**config.mk**
```make
export PLATFORM = sky130hd
export DESIGN_NAME = lcd_char_ctrl
export DESIGN_NICKNAME = d
export VERILOG_FILES = /design/src/rtl/lcd_pkg.sv /design/src/rtl/lcd_bus_writer.sv /design/src/rtl/lcd_char_ctrl.sv
export SDC_FILE = /design/constraint.sdc
export NUM_CORES = 1
export LEC_CHECK = 0
export CAP_MARGIN = 15
export CORE_MARGIN = 2
export CORE_UTILIZATION = 53
export CTS_CLUSTER_SIZE = 20
export DETAILED_ROUTE_END_ITERATION = 7
export PLACE_DENSITY = 0.83
export SETUP_SLACK_MARGIN = 0.3
export SLEW_MARGIN = 15
export SYNTH_ARGS = -nofsm -noshare
export SYNTH_HDL_FRONTEND = slang
export SYNTH_SLANG_ARGS = --single-unit
```
**constraint.sdc**
```tcl
create_clock -name clk -period 2.8 [get_ports clk]
set_clock_uncertainty 0.05 [all_clocks]
set_input_delay 0.28 -clock clk [delete_from_list [all_inputs] [get_ports clk]]
set_output_delay 0.28 -clock clk [all_outputs]
set_load 0.02 [all_outputs]
```
**src/rtl/lcd_pkg.sv**
```systemverilog
// lcd_pkg: shared types, HD44780 command bytes and cycle helpers for lcd_char_ctrl.
package lcd_pkg;
    typedef enum logic [1:0] {
        REQ_CHAR  = 2'd0,
        REQ_GOTO  = 2'd1,
        REQ_CLEAR = 2'd2,
        REQ_RAW   = 2'd3
    } req_type_e;

    typedef enum logic [2:0] {
        S_PWRUP, S_INIT0, S_INIT1, S_INIT2, S_INIT3, S_IDLE, S_XFER, S_WRAP
    } state_e;

    typedef enum logic [2:0] {
        W_IDLE, W_SETUP, W_EN, W_HOLD, W_WAIT
    } wr_state_e;

    localparam logic [7:0] FUNC_SET  = 8'h38;
    localparam logic [7:0] DISP_ON   = 8'h0C;
    localparam logic [7:0] ENTRY_INC = 8'h06;
    localparam logic [7:0] CLEAR     = 8'h01;
    localparam logic [7:0] SET_DDRAM = 8'h80;

    function automatic logic [6:0] row_base(input logic [1:0] row, input int cols);
        return (row == 2'd0) ? 7'h00 : (row == 2'd1) ? 7'h40 :
               (row == 2'd2) ? 7'(cols) : 7'(cols + 'h40);
    endfunction

    function automatic int ceil_cyc(input longint num, input longint den);
        longint q;
        q = (num + den - 1) / den;
        return (q < 1) ? 1 : int'(q);
    endfunction
endpackage

```
**src/rtl/lcd_bus_writer.sv**
```systemverilog
// lcd_bus_writer: one LCD byte write (setup, enable pulse, hold, settle wait).
module lcd_bus_writer
    import lcd_pkg::*;
#(
    parameter int EN_CYC  = 1,
    parameter int CMD_CYC = 1,
    parameter int CLR_CYC = 1,
    parameter int CW      = 8
) (
    input  logic       clk,
    input  logic       rst,
    input  logic       start,
    input  logic       rs,
    input  logic [7:0] data,
    input  logic       long_wait,
    output logic       done,
    output logic [7:0] lcd_dat,
    output logic       lcd_rs,
    output logic       lcd_en
);
    wr_state_e     st, nxt;
    logic [CW-1:0] cnt, nxt_cnt;
    logic          long_q, take;

    assign done   = (st == W_WAIT) && (cnt == '0);
    assign take   = start && (st == W_IDLE || done);
    assign lcd_en = (st == W_EN);

    always_comb begin
        nxt     = st;
        nxt_cnt = (cnt == '0) ? cnt : cnt - CW'(1);
        if (take) begin
            nxt     = W_SETUP;
            nxt_cnt = CW'(1);
        end else if (cnt == '0) begin
            case (st)
                W_SETUP: begin nxt = W_EN;   nxt_cnt = CW'(EN_CYC - 1); end
                W_EN:    begin nxt = W_HOLD; nxt_cnt = CW'(1); end
                W_HOLD:  begin nxt = W_WAIT; nxt_cnt = long_q ? CW'(CLR_CYC - 1) : CW'(CMD_CYC - 1); end
                W_WAIT:  nxt = W_IDLE;
                default: nxt = W_IDLE;
            endcase
        end
    end

    always_ff @(posedge clk or posedge rst) begin
        if (rst) begin
            st      <= W_IDLE;
            cnt     <= '0;
            long_q  <= 1'b0;
            lcd_dat <= 8'h00;
            lcd_rs  <= 1'b0;
        end else begin
            st  <= nxt;
            cnt <= nxt_cnt;
            if (take) begin
                long_q  <= long_wait;
                lcd_dat <= data;
                lcd_rs  <= rs;
            end
        end
    end
endmodule

```
**src/rtl/lcd_char_ctrl.sv**
```systemverilog
// lcd_char_ctrl: HD44780 character LCD controller with power-up init and request port.
// Define LCD_AUTOWRAP_EN to move the cursor to the next row after the last column.
module lcd_char_ctrl
    import lcd_pkg::*;
#(
    parameter int CLK_HZ     = 50_000_000,
    parameter int COLS       = 16,
    parameter int ROWS       = 2,
    parameter int T_PWRUP_US = 20_000,
    parameter int T_EN_NS    = 500,
    parameter int T_CMD_US   = 50,
    parameter int T_CLR_US   = 2_000
) (
    input  logic       clk,
    input  logic       rst,
    input  logic       req_valid,
    output logic       req_ready,
    input  logic [1:0] req_type,
    input  logic [7:0] req_data,
    input  logic [1:0] req_row,
    input  logic [4:0] req_col,
    output logic       init_done,
    output logic       busy,
    output logic [7:0] lcd_dat,
    output logic       lcd_rs,
    output logic       lcd_rw,
    output logic       lcd_en
);
    localparam int EN_CYC  = ceil_cyc(longint'(CLK_HZ) * T_EN_NS, 1_000_000_000);
    localparam int CMD_CYC = ceil_cyc(longint'(CLK_HZ) * T_CMD_US, 1_000_000);
    localparam int CLR_CYC = ceil_cyc(longint'(CLK_HZ) * T_CLR_US, 1_000_000);
    localparam int PWR_CYC = ceil_cyc(longint'(CLK_HZ) * T_PWRUP_US, 1_000_000);
    localparam int MAX_EC  = (EN_CYC > CMD_CYC) ? EN_CYC : CMD_CYC;
    localparam int MAX_PC  = (PWR_CYC > CLR_CYC) ? PWR_CYC : CLR_CYC;
    localparam int CW      = $clog2(((MAX_EC > MAX_PC) ? MAX_EC : MAX_PC) + 1);

    state_e        st, nxt;
    logic [CW-1:0] pwr_cnt;
    logic [1:0]    row_q;
    logic [4:0]    col_q;
    logic          xfer_wr, wrap_q, done, wr_start, wr_rs, goto_ok, req_wr, at_end;
    logic [7:0]    wr_byte, goto_byte, wrap_byte;

    assign req_ready = (st == S_IDLE);
    assign busy      = ~req_ready;
    assign lcd_rw    = 1'b0;
    assign goto_ok   = (int'(req_row) < ROWS) && (int'(req_col) < COLS);
    assign req_wr    = (req_type != REQ_GOTO) || goto_ok;
    assign at_end    = (int'(col_q) == COLS - 1);
    assign goto_byte = SET_DDRAM | {1'b0, row_base(req_row, COLS) + 7'(req_col)};
    assign wrap_byte = SET_DDRAM | {1'b0, row_base(row_q, COLS)};

`ifdef LCD_AUTOWRAP_EN
    logic [1:0] next_row;
    assign next_row = (int'(row_q) == ROWS - 1) ? 2'd0 : row_q + 2'd1;
`else
    assign wrap_q = 1'b0;
`endif

    // Each state launches the next write in the cycle the previous one reports done.
    always_comb begin
        nxt      = st;
        wr_start = 1'b0;
        wr_rs    = 1'b0;
        wr_byte  = 8'h00;
        case (st)
            S_PWRUP: if (pwr_cnt == '0) begin nxt = S_INIT0; wr_start = 1'b1; wr_byte = FUNC_SET; end
            S_INIT0: if (done) begin nxt = S_INIT1; wr_start = 1'b1; wr_byte = DISP_ON; end
            S_INIT1: if (done) begin nxt = S_INIT2; wr_start = 1'b1; wr_byte = ENTRY_INC; end
            S_INIT2: if (done) begin nxt = S_INIT3; wr_start = 1'b1; wr_byte = CLEAR; end
            S_INIT3: if (done) nxt = S_IDLE;
            S_IDLE: if (req_valid) begin
                nxt      = S_XFER;
                wr_start = req_wr;
                wr_rs    = (req_type == REQ_CHAR);
                wr_byte  = (req_type == REQ_GOTO) ? goto_byte : (req_type == REQ_CLEAR) ? CLEAR : req_data;
            end
            S_XFER: if (done || !xfer_wr) begin
                nxt      = wrap_q ? S_WRAP : S_IDLE;
                wr_start = wrap_q;
                wr_byte  = wrap_byte;
            end
            S_WRAP: if (done) nxt = S_IDLE;
            default: nxt = S_PWRUP;
        endcase
    end

    always_ff @(posedge clk or posedge rst) begin
        if (rst) begin
            st        <= S_PWRUP;
            pwr_cnt   <= CW'(PWR_CYC - 1);
            init_done <= 1'b0;
            row_q     <= 2'd0;
            col_q     <= 5'd0;
            xfer_wr   <= 1'b0;
`ifdef LCD_AUTOWRAP_EN
            wrap_q    <= 1'b0;
`endif
        end else begin
            st <= nxt;
            if (pwr_cnt != '0) pwr_cnt <= pwr_cnt - CW'(1);
            if (st == S_INIT3 && done) init_done <= 1'b1;
            if (st == S_IDLE && req_valid) begin
                xfer_wr <= req_wr;
`ifdef LCD_AUTOWRAP_EN
                wrap_q <= (req_type == REQ_CHAR) && at_end;
                if (req_type == REQ_CHAR) begin
                    row_q <= at_end ? next_row : row_q;
                    col_q <= at_end ? 5'd0 : col_q + 5'd1;
                end
`else
                if (req_type == REQ_CHAR) col_q <= at_end ? col_q : col_q + 5'd1;
`endif
                if (req_type == REQ_GOTO && goto_ok) begin
                    row_q <= req_row;
                    col_q <= req_col;
                end
                if (req_type == REQ_CLEAR) begin
                    row_q <= 2'd0;
                    col_q <= 5'd0;
                end
            end
        end
    end

    lcd_bus_writer #(
        .EN_CYC (EN_CYC),
        .CMD_CYC(CMD_CYC),
        .CLR_CYC(CLR_CYC),
        .CW     (CW)
    ) u_writer (
        .clk      (clk),
        .rst      (rst),
        .start    (wr_start),
        .rs       (wr_rs),
        .data     (wr_byte),
        .long_wait(!wr_rs && wr_byte == CLEAR),
        .done     (done),
        .lcd_dat  (lcd_dat),
        .lcd_rs   (lcd_rs),
        .lcd_en   (lcd_en)
    );
endmodule

```
Yosys cells after proc, flatten, opt, wreduce, memory -nomap -nowiden
Cells that the tools add are included.
W data, S select, Z words.
- input port bits: 20
- register bits: 60
- output and inout port bits: 14
- $add $sub $neg: 3
- reduce and logical (&&, ||, !) cells: 26
- order comparisons: 2
- bitwise logic cells: 1
- equal/unequal tests: 26
- multiplexer cells: 39
- operators with widths (kind ; count):
    $mux W20 ; 3
    $pmux W20 S3 ; 1
    $pmux W8 S6 ; 1
    $mux W7 ; 6
    $logic_not A20 Y1 ; 2
    $sub A20 B1 Y20 const B ; 2
    $mux W8 ; 4
    $mux W3 ; 10
    $pmux W3 S7 ; 1
    $reduce_bool A20 Y1 ; 1
    $mux W17 ; 1
    $eq A3 B3 Y1 const B ; 5
    $eq A3 B2 Y1 const B ; 4
    $ne A2 B2 Y1 const B ; 6
    $pmux W3 S3 ; 1
    $eq A8 B1 Y1 const B ; 1
    $add A7 B5 Y7 ; 1
    $logic_and A1 B1 Y1 ; 7
    $reduce_and A7 Y1 ; 1
    $eq A2 B1 Y1 const B ; 3
    $eq A2 B2 Y1 const B ; 3
    $eq A3 B1 Y1 const B ; 2
    $logic_not A2 Y1 ; 3
    $logic_not A3 Y1 ; 2
    15 further kinds ; 26

Longest topological paths before layout
- word-level depth: 10
- mapped depth: 9
- mapped depth without buffers: 7

By module
Synthesis repeated with hierarchy kept, for this count alone.
- cell total of the unflattened synthesis: 394
- area, all modules: 3751.1 µm²
- modules (own cells, without submodules) (module ; cells an instance ; instances ; area each (µm²)):
    lcd_bus_writer ; 197 ; 1 ; 1964.4
    lcd_char_ctrl ; 197 ; 1 ; 1786.7

Worst setup path before layout
Ideal clock, no wire load.
- kind: register to register
- start: reg u_writer.cnt[5]
- end: reg u_writer.lcd_dat[0]
- arrival: 2.049 ns
- setup slack: 0.574 ns
- clock period less this slack: 2.226 ns
- cell stages (with the launch flop): 8
- data required time: 2.622 ns
- cell sequence: dfrtp_1 > nor4_4 > nand4_2 > o21ai_2 > o211ai_2 > nor2_4 > buf_4 > mux2_1
- cells in the longest elaborated chain, start to end: 5
- elaborated cells on any way between the ends: 10
- those cells by class: 5 x mux; 5 x reduce/logical
- RTL lines (element ; RTL line ; text):
    start: declaration ; lcd_bus_writer.sv:22 ; logic [CW-1:0] cnt, nxt_cnt;
    start signal: assignment ; lcd_bus_writer.sv:55 ; cnt <= nxt_cnt;
    $logic_not A20 Y1 (*) ; lcd_bus_writer.sv:25 ; assign done = (st == W_WAIT) && (cnt == '0);
    $logic_and A1 B1 Y1 (*) ; lcd_bus_writer.sv:25 ;
    $logic_or A1 B1 Y1 or $mux W1 (tied branches) ; - ;
    $mux W8 or $pmux W1 S3 (tied branches) ; lcd_char_ctrl.sv:78, lcd_char_ctrl.sv:66 ;
    $pmux W8 S6 or $logic_and A1 B1 Y1 (tied branches) ; lcd_char_ctrl.sv:66, lcd_bus_writer.sv:26 ;
    end signal: assignment ; lcd_bus_writer.sv:58 ; lcd_dat <= data;
    end: declaration ; lcd_bus_writer.sv:17 ; output logic [7:0] lcd_dat,
Every way passes the cells marked *; elsewhere a longest branch is shown, timed or not.
A chain may end at the register's enable or synchronous reset.

Worst setup path in the final report
- start: reg pwr_cnt[12]
- end: reg u_writer.lcd_dat[5]
- cells in the longest elaborated chain, start to end: 4
- elaborated cells on any way between the ends: 6
- those cells by class: 4 x mux; 2 x reduce/logical
- RTL lines (element ; RTL line ; text):
    start: declaration ; lcd_char_ctrl.sv:38 ; logic [CW-1:0] pwr_cnt;
    start signal: assignment ; lcd_char_ctrl.sv:91 ; pwr_cnt <= CW'(PWR_CYC - 1);
    start signal: assignment ; lcd_char_ctrl.sv:101 ; if (pwr_cnt != '0) pwr_cnt <= pwr_cnt - CW'(1);
    $logic_not A20 Y1 (*) ; lcd_char_ctrl.sv:67 ; S_PWRUP: if (pwr_cnt == '0) begin nxt = S_INIT0; wr_start = 1'b1; wr_byte = FUNC_SET; end
    $mux W1 ; lcd_char_ctrl.sv:67 ;
    $pmux W1 S3 ; lcd_char_ctrl.sv:66 ; case (st)
    $logic_and A1 B1 Y1 ; lcd_bus_writer.sv:26 ; assign take = start && (st == W_IDLE || done);
Marks and branches as above.

==> results by group <==
Synthesis
  – Async set-reset flop share out of synthesis: 100%
  – Synth Net Count: 402
  – Syn Inst Count: 376
  – Post-synth EDFFs: 0
  – Number of warnings issued by yosys: 0
  – Commonest register cell after synthesis: sky130_fd_sc_hd__dfrtp_1
  – Post-synthesis cell type count: 65
  – Mean instance size in the synthesized netlist: 9.10 um2
  – Register bit count reported by yosys: 58
  – Area of the mapped netlist: roughly 3400 um2
  – Sequential area share after synthesis: 42.9%

Timing
  – Final-report max-slew violation count: 0
  – Tightest Pin Transition: about 0.72 ns
  – Post-route setup TNS: 0 ns
  – Relative slew slack: about half
  – Setup repair after global routing missed its margin: no
  – Share of the cycle needed by the critical path after routing: between 80 and 90%
  – Final count of negative-setup-slack endpoints: 0
  – Endpoints failing hold: 0
  – Maximum frequency from static timing analysis: 0.408 GHz
  – Final worst path period need: 2.45 ns
  – Setup ws final: 0.351 ns

Die
  – Cell row count: 29
  – DIE AREA: around 7100 um2
  – Core region area: 6310 um2
  – Die X: 84.4 um
  – Height of the die: 84.4 um
  – Number of top-level pins: 34
  – Starting utilization of the core area: 54.2%

Place
  – Weighted congestion at the end of routability-driven global placement: 0.855
  – Cell area after placement: just under 4000 um2
  – Port bufs: 32
  – Placed wire-length estimate after detailed placement: about 5.7 mm
  – Setup slack at placement: 0.264 ns
  – Cell total after placement: 478

Worst setup path
  – Largest fanout on the critical path: 8
  – Arrival time worst endpoint: 2.62 ns
  – Critical register-to-register path endpoint: u_writer.lcd_dat[5]$_DFFE_PP0N_
  – FF-to-FF path depth: 6
  – Endpoint required time on the critical path: 2.97 ns
  – Cell at the slowest stage of the critical path: sky130_fd_sc_hd__dfrtp_1
  – Worst-case register-to-register setup slack: 0.35 ns
  – Largest stage delay on the critical path: 0.42 ns
  – Critical Setup Path Class: reg2reg
  – Reg2Reg Launch Point: pwr_cnt[12]$_DFFE_PP0P_
  – Series of cell instances along the critical path: nor4_4, nand4_1, o32ai_2, a21oi_2, nor2_4, mux2_2
  – Kind of start point of the critical path: register
  – CP endpoint kind: register

Global routing
  – First-pass GRT wire length: 13.5 mm
  – GRT Total Usage: about a quarter
  – Total congestion overflow after global routing: 0
  – Number of global-route vias before repair: 2880
  – Initial antenna violation count: 0
  – Maximum number of pins on one net before global-route repair: 36

Finish
  – Fraction of final layout cells with drive strength greater than 1: 16.0%
  – Number of cells in the finished layout apart from fillers: just under 500
  – Syn-to-layout area delta: 19.5%
  – Diode count: 0
  – Area taken by flip-flops and latches: 1470 um2
  – Area of all placed cells without fillers: slightly above 4000 um2
  – Layout fillers: 522
  – Multi-input combinational cell area: 1850 um2
  – Net total in the final layout: 441

Run status
  – Run status: complete, no violations

Power and ir drop
  – Leakage: 1.74 nW
  – Maximum vdd drop: a little over 0.4 mV
  – Areal power density over the cells: 414 nW/um2

Routing
  – Via count of the routed design: slightly above 3000
  – Violation count after the first detailed-route iteration: 282
  – Post-detailed-route wirelength per cell: 16.1 um
  – Routed vias/inst: 6.12
  – Antenna viol nets, final: 0
  – Routed wire length: 8.00 mm
  – Detailed Routing Iterations Pass 1: 5
  – DRC: 0

Clock tree
  – CTS Root Cell: sky130_fd_sc_hd__clkbuf_8
  – Clock latency at the later pin of the worst-skew pair: 0.34 ns
  – CTS HTree Levels: 3
  – Register clock-pin slew on the reported worst setup and hold paths: 0.07 ns
  – CTS tree: built
  – Number of sinks driven by the clock tree: 58
  – Max Buffers Root-to-Sink: 2
  – Number of buffers added by the clock tree synthesis step: 9

Job
  – Max-cap violations: 0

Hold path
  – Worst hold path class: in2async
[power by group]
group          internal, mW  switching (mW)  total, mW
combinational        0.0411          0.0392     0.0804
sequential            0.839               0      0.839
clock                 0.432           0.344      0.776
[registers in the layout, indices dropped and copies added (netlist names)]
signal,cells
init_done,1
u_writer.lcd_rs,1
u_writer.cnt,20
pwr_cnt,20
u_writer.lcd_dat,8
u_writer.st,3
st,3
xfer_wr,1
u_writer.long_q,1
[worst max-delay path by stage]
stage | from | end | slack, ns | cells past startpoint
6_report | pwr_cnt[12]$_DFFE_PP0P_ | u_writer.lcd_dat[5]$_DFFE_PP0N_ | 0.35 | 6
5_1_grt | pwr_cnt[12]$_DFFE_PP0P_ | u_writer.lcd_dat[4]$_DFFE_PP0N_ | 0.26 | 7
4_1_cts | u_writer.cnt[17]$_DFF_PP0_ | u_writer.cnt[9]$_DFF_PP0_ | 0.30 | 6
3_5_place_dp | pwr_cnt[10]$_DFFE_PP0P_ | u_writer.lcd_dat[4]$_DFFE_PP0N_ | 0.26 | 7
3_3_place_gp | u_writer.cnt[17]$_DFF_PP0_ | u_writer.lcd_dat[4]$_DFFE_PP0N_ | 0.34 | 7
2_1_floorplan | u_writer.cnt[5]$_DFF_PP0_ | u_writer.lcd_dat[0]$_DFFE_PP0N_ | 0.57 | 7
[metrics by stage]
stage	util, %	hold slack (ns)	power, mW
5_1_grt	64.8	0.411	1.76
3_5_place_dp	61.0	0.422	0.934
2_1_floorplan	-	0.403	0.891
4_1_cts	64.2	0.357	1.70
6_report	64.8	0.336	1.70
3_3_place_gp	61.0	0.415	0.933
[critical path: cells and delay by family, from the launching register on]
family           cells  cell delay (ns)
AO/OA/AOI/OAI        2             0.55
multiplexers         1             0.37
flip-flops           1             0.42
AND/OR/NAND/NOR      3             0.94
[cells by family (layout without fill, tap and decap cells)]
| kind of cell | after synthesis | count (layout) | share of synthesized area [%] |
|---|---|---|---|
| AOI/OAI and AO/OA | 86 | 86 | 16.6 |
| and+or+nand+nor | 154 | 154 | 23.1 |
| buffers and inverters | 30 | 74 | 3.69 |
| muxes | 15 | 15 | 4.75 |
| DFF | 58 | 58 | 42.9 |
| other | 1 | 1 | 0.110 |
| adders and majority gates | 8 | 8 | 2.78 |
| xor gates and xnor gates | 24 | 24 | 6.14 |
[per-layer routing]
metal,vias up,global-route usage (%),wire length (um)
li1,1435,-,-
met1,1466,31.7,3520
met2,115,37.5,3880
met3,25,5.60,419
met4,0,6.93,174
met5,-,0,0
[layout make-up]
class | count | share of cell area, %
tap | 77 | 2.36
clock inverter | 5 | 1.35
multi-input combinational | 288 | 45.3
clock buffer | 11 | 3.46
inverter | 13 | 1.19
sequential | 58 | 35.9
timing repair buffer | 45 | 10.5
[cells in the mapped netlist, types with 2 or more instances]
| cell | number | area share, % |
|---|---|---|
| sky130_fd_sc_hd__o31ai_1 | 5 | 1.1 |
| sky130_fd_sc_hd__inv_1 | 12 | 1.3 |
| sky130_fd_sc_hd__or3_1 | 2 | 0.37 |
| sky130_fd_sc_hd__xor2_1 | 16 | 4.1 |
| sky130_fd_sc_hd__nor3b_1 | 2 | 0.44 |
| sky130_fd_sc_hd__buf_4 | 3 | 0.66 |
| sky130_fd_sc_hd__a22oi_1 | 4 | 0.88 |
| sky130_fd_sc_hd__xnor2_1 | 8 | 2.0 |
| sky130_fd_sc_hd__o21ai_0 | 26 | 3.8 |
| sky130_fd_sc_hd__dfrtp_1 | 46 | 34 |
| sky130_fd_sc_hd__o22ai_1 | 3 | 0.55 |
| sky130_fd_sc_hd__and4_1 | 2 | 0.51 |
| sky130_fd_sc_hd__or4_1 | 3 | 0.66 |
| sky130_fd_sc_hd__nor4_1 | 8 | 1.5 |
| sky130_fd_sc_hd__nand4_1 | 4 | 0.73 |
| sky130_fd_sc_hd__nand2_1 | 40 | 4.4 |
| sky130_fd_sc_hd__a21oi_1 | 18 | 2.6 |
| sky130_fd_sc_hd__a31oi_1 | 3 | 0.55 |
| sky130_fd_sc_hd__nor2b_1 | 4 | 0.73 |
| sky130_fd_sc_hd__nand3_1 | 13 | 1.9 |
| sky130_fd_sc_hd__o21ai_1 | 3 | 0.44 |
| sky130_fd_sc_hd__mux2i_1 | 5 | 1.5 |
| sky130_fd_sc_hd__dfstp_2 | 12 | 9.2 |
| sky130_fd_sc_hd__nor3_1 | 16 | 2.3 |
| sky130_fd_sc_hd__clkbuf_1 | 12 | 1.3 |
| sky130_fd_sc_hd__mux2_2 | 9 | 3.0 |
| sky130_fd_sc_hd__nor2_1 | 45 | 4.9 |
| sky130_fd_sc_hd__a21o_1 | 3 | 0.66 |
| sky130_fd_sc_hd__and3_1 | 2 | 0.37 |
| sky130_fd_sc_hd__ha_1 | 6 | 2.2 |
| sky130_fd_sc_hd__a211oi_1 | 4 | 0.88 |
| sky130_fd_sc_hd__nor4_4 | 2 | 1.2 |
| sky130_fd_sc_hd__maj3_1 | 2 | 0.59 |
| sky130_fd_sc_hd__buf_2 | 2 | 0.29 |
[cell usage in the layout, fill, tap and decap left out, types with 11 or more instances in the layout]
master	instances
sky130_fd_sc_hd__clkdlybuf4s50_1	32
sky130_fd_sc_hd__xor2_1	16
sky130_fd_sc_hd__buf_4	12
sky130_fd_sc_hd__inv_1	11
sky130_fd_sc_hd__a21oi_1	18
sky130_fd_sc_hd__dfrtp_1	46
sky130_fd_sc_hd__nand3_1	13
sky130_fd_sc_hd__nor3_1	16
sky130_fd_sc_hd__dfstp_2	12
sky130_fd_sc_hd__o21ai_0	26
sky130_fd_sc_hd__nor2_1	45
sky130_fd_sc_hd__nand2_1	39
[repair_timing]
action | 4_1_cts | 5_1_grt
pin swaps | 1 | 3
buffers inserted | 1 | 2
hold buffers | 0 | 0
setup endpoints to repair | 7 | 26
resized for setup | 0 | 4
No activity file was read; power rests on OpenSTA's default activity.
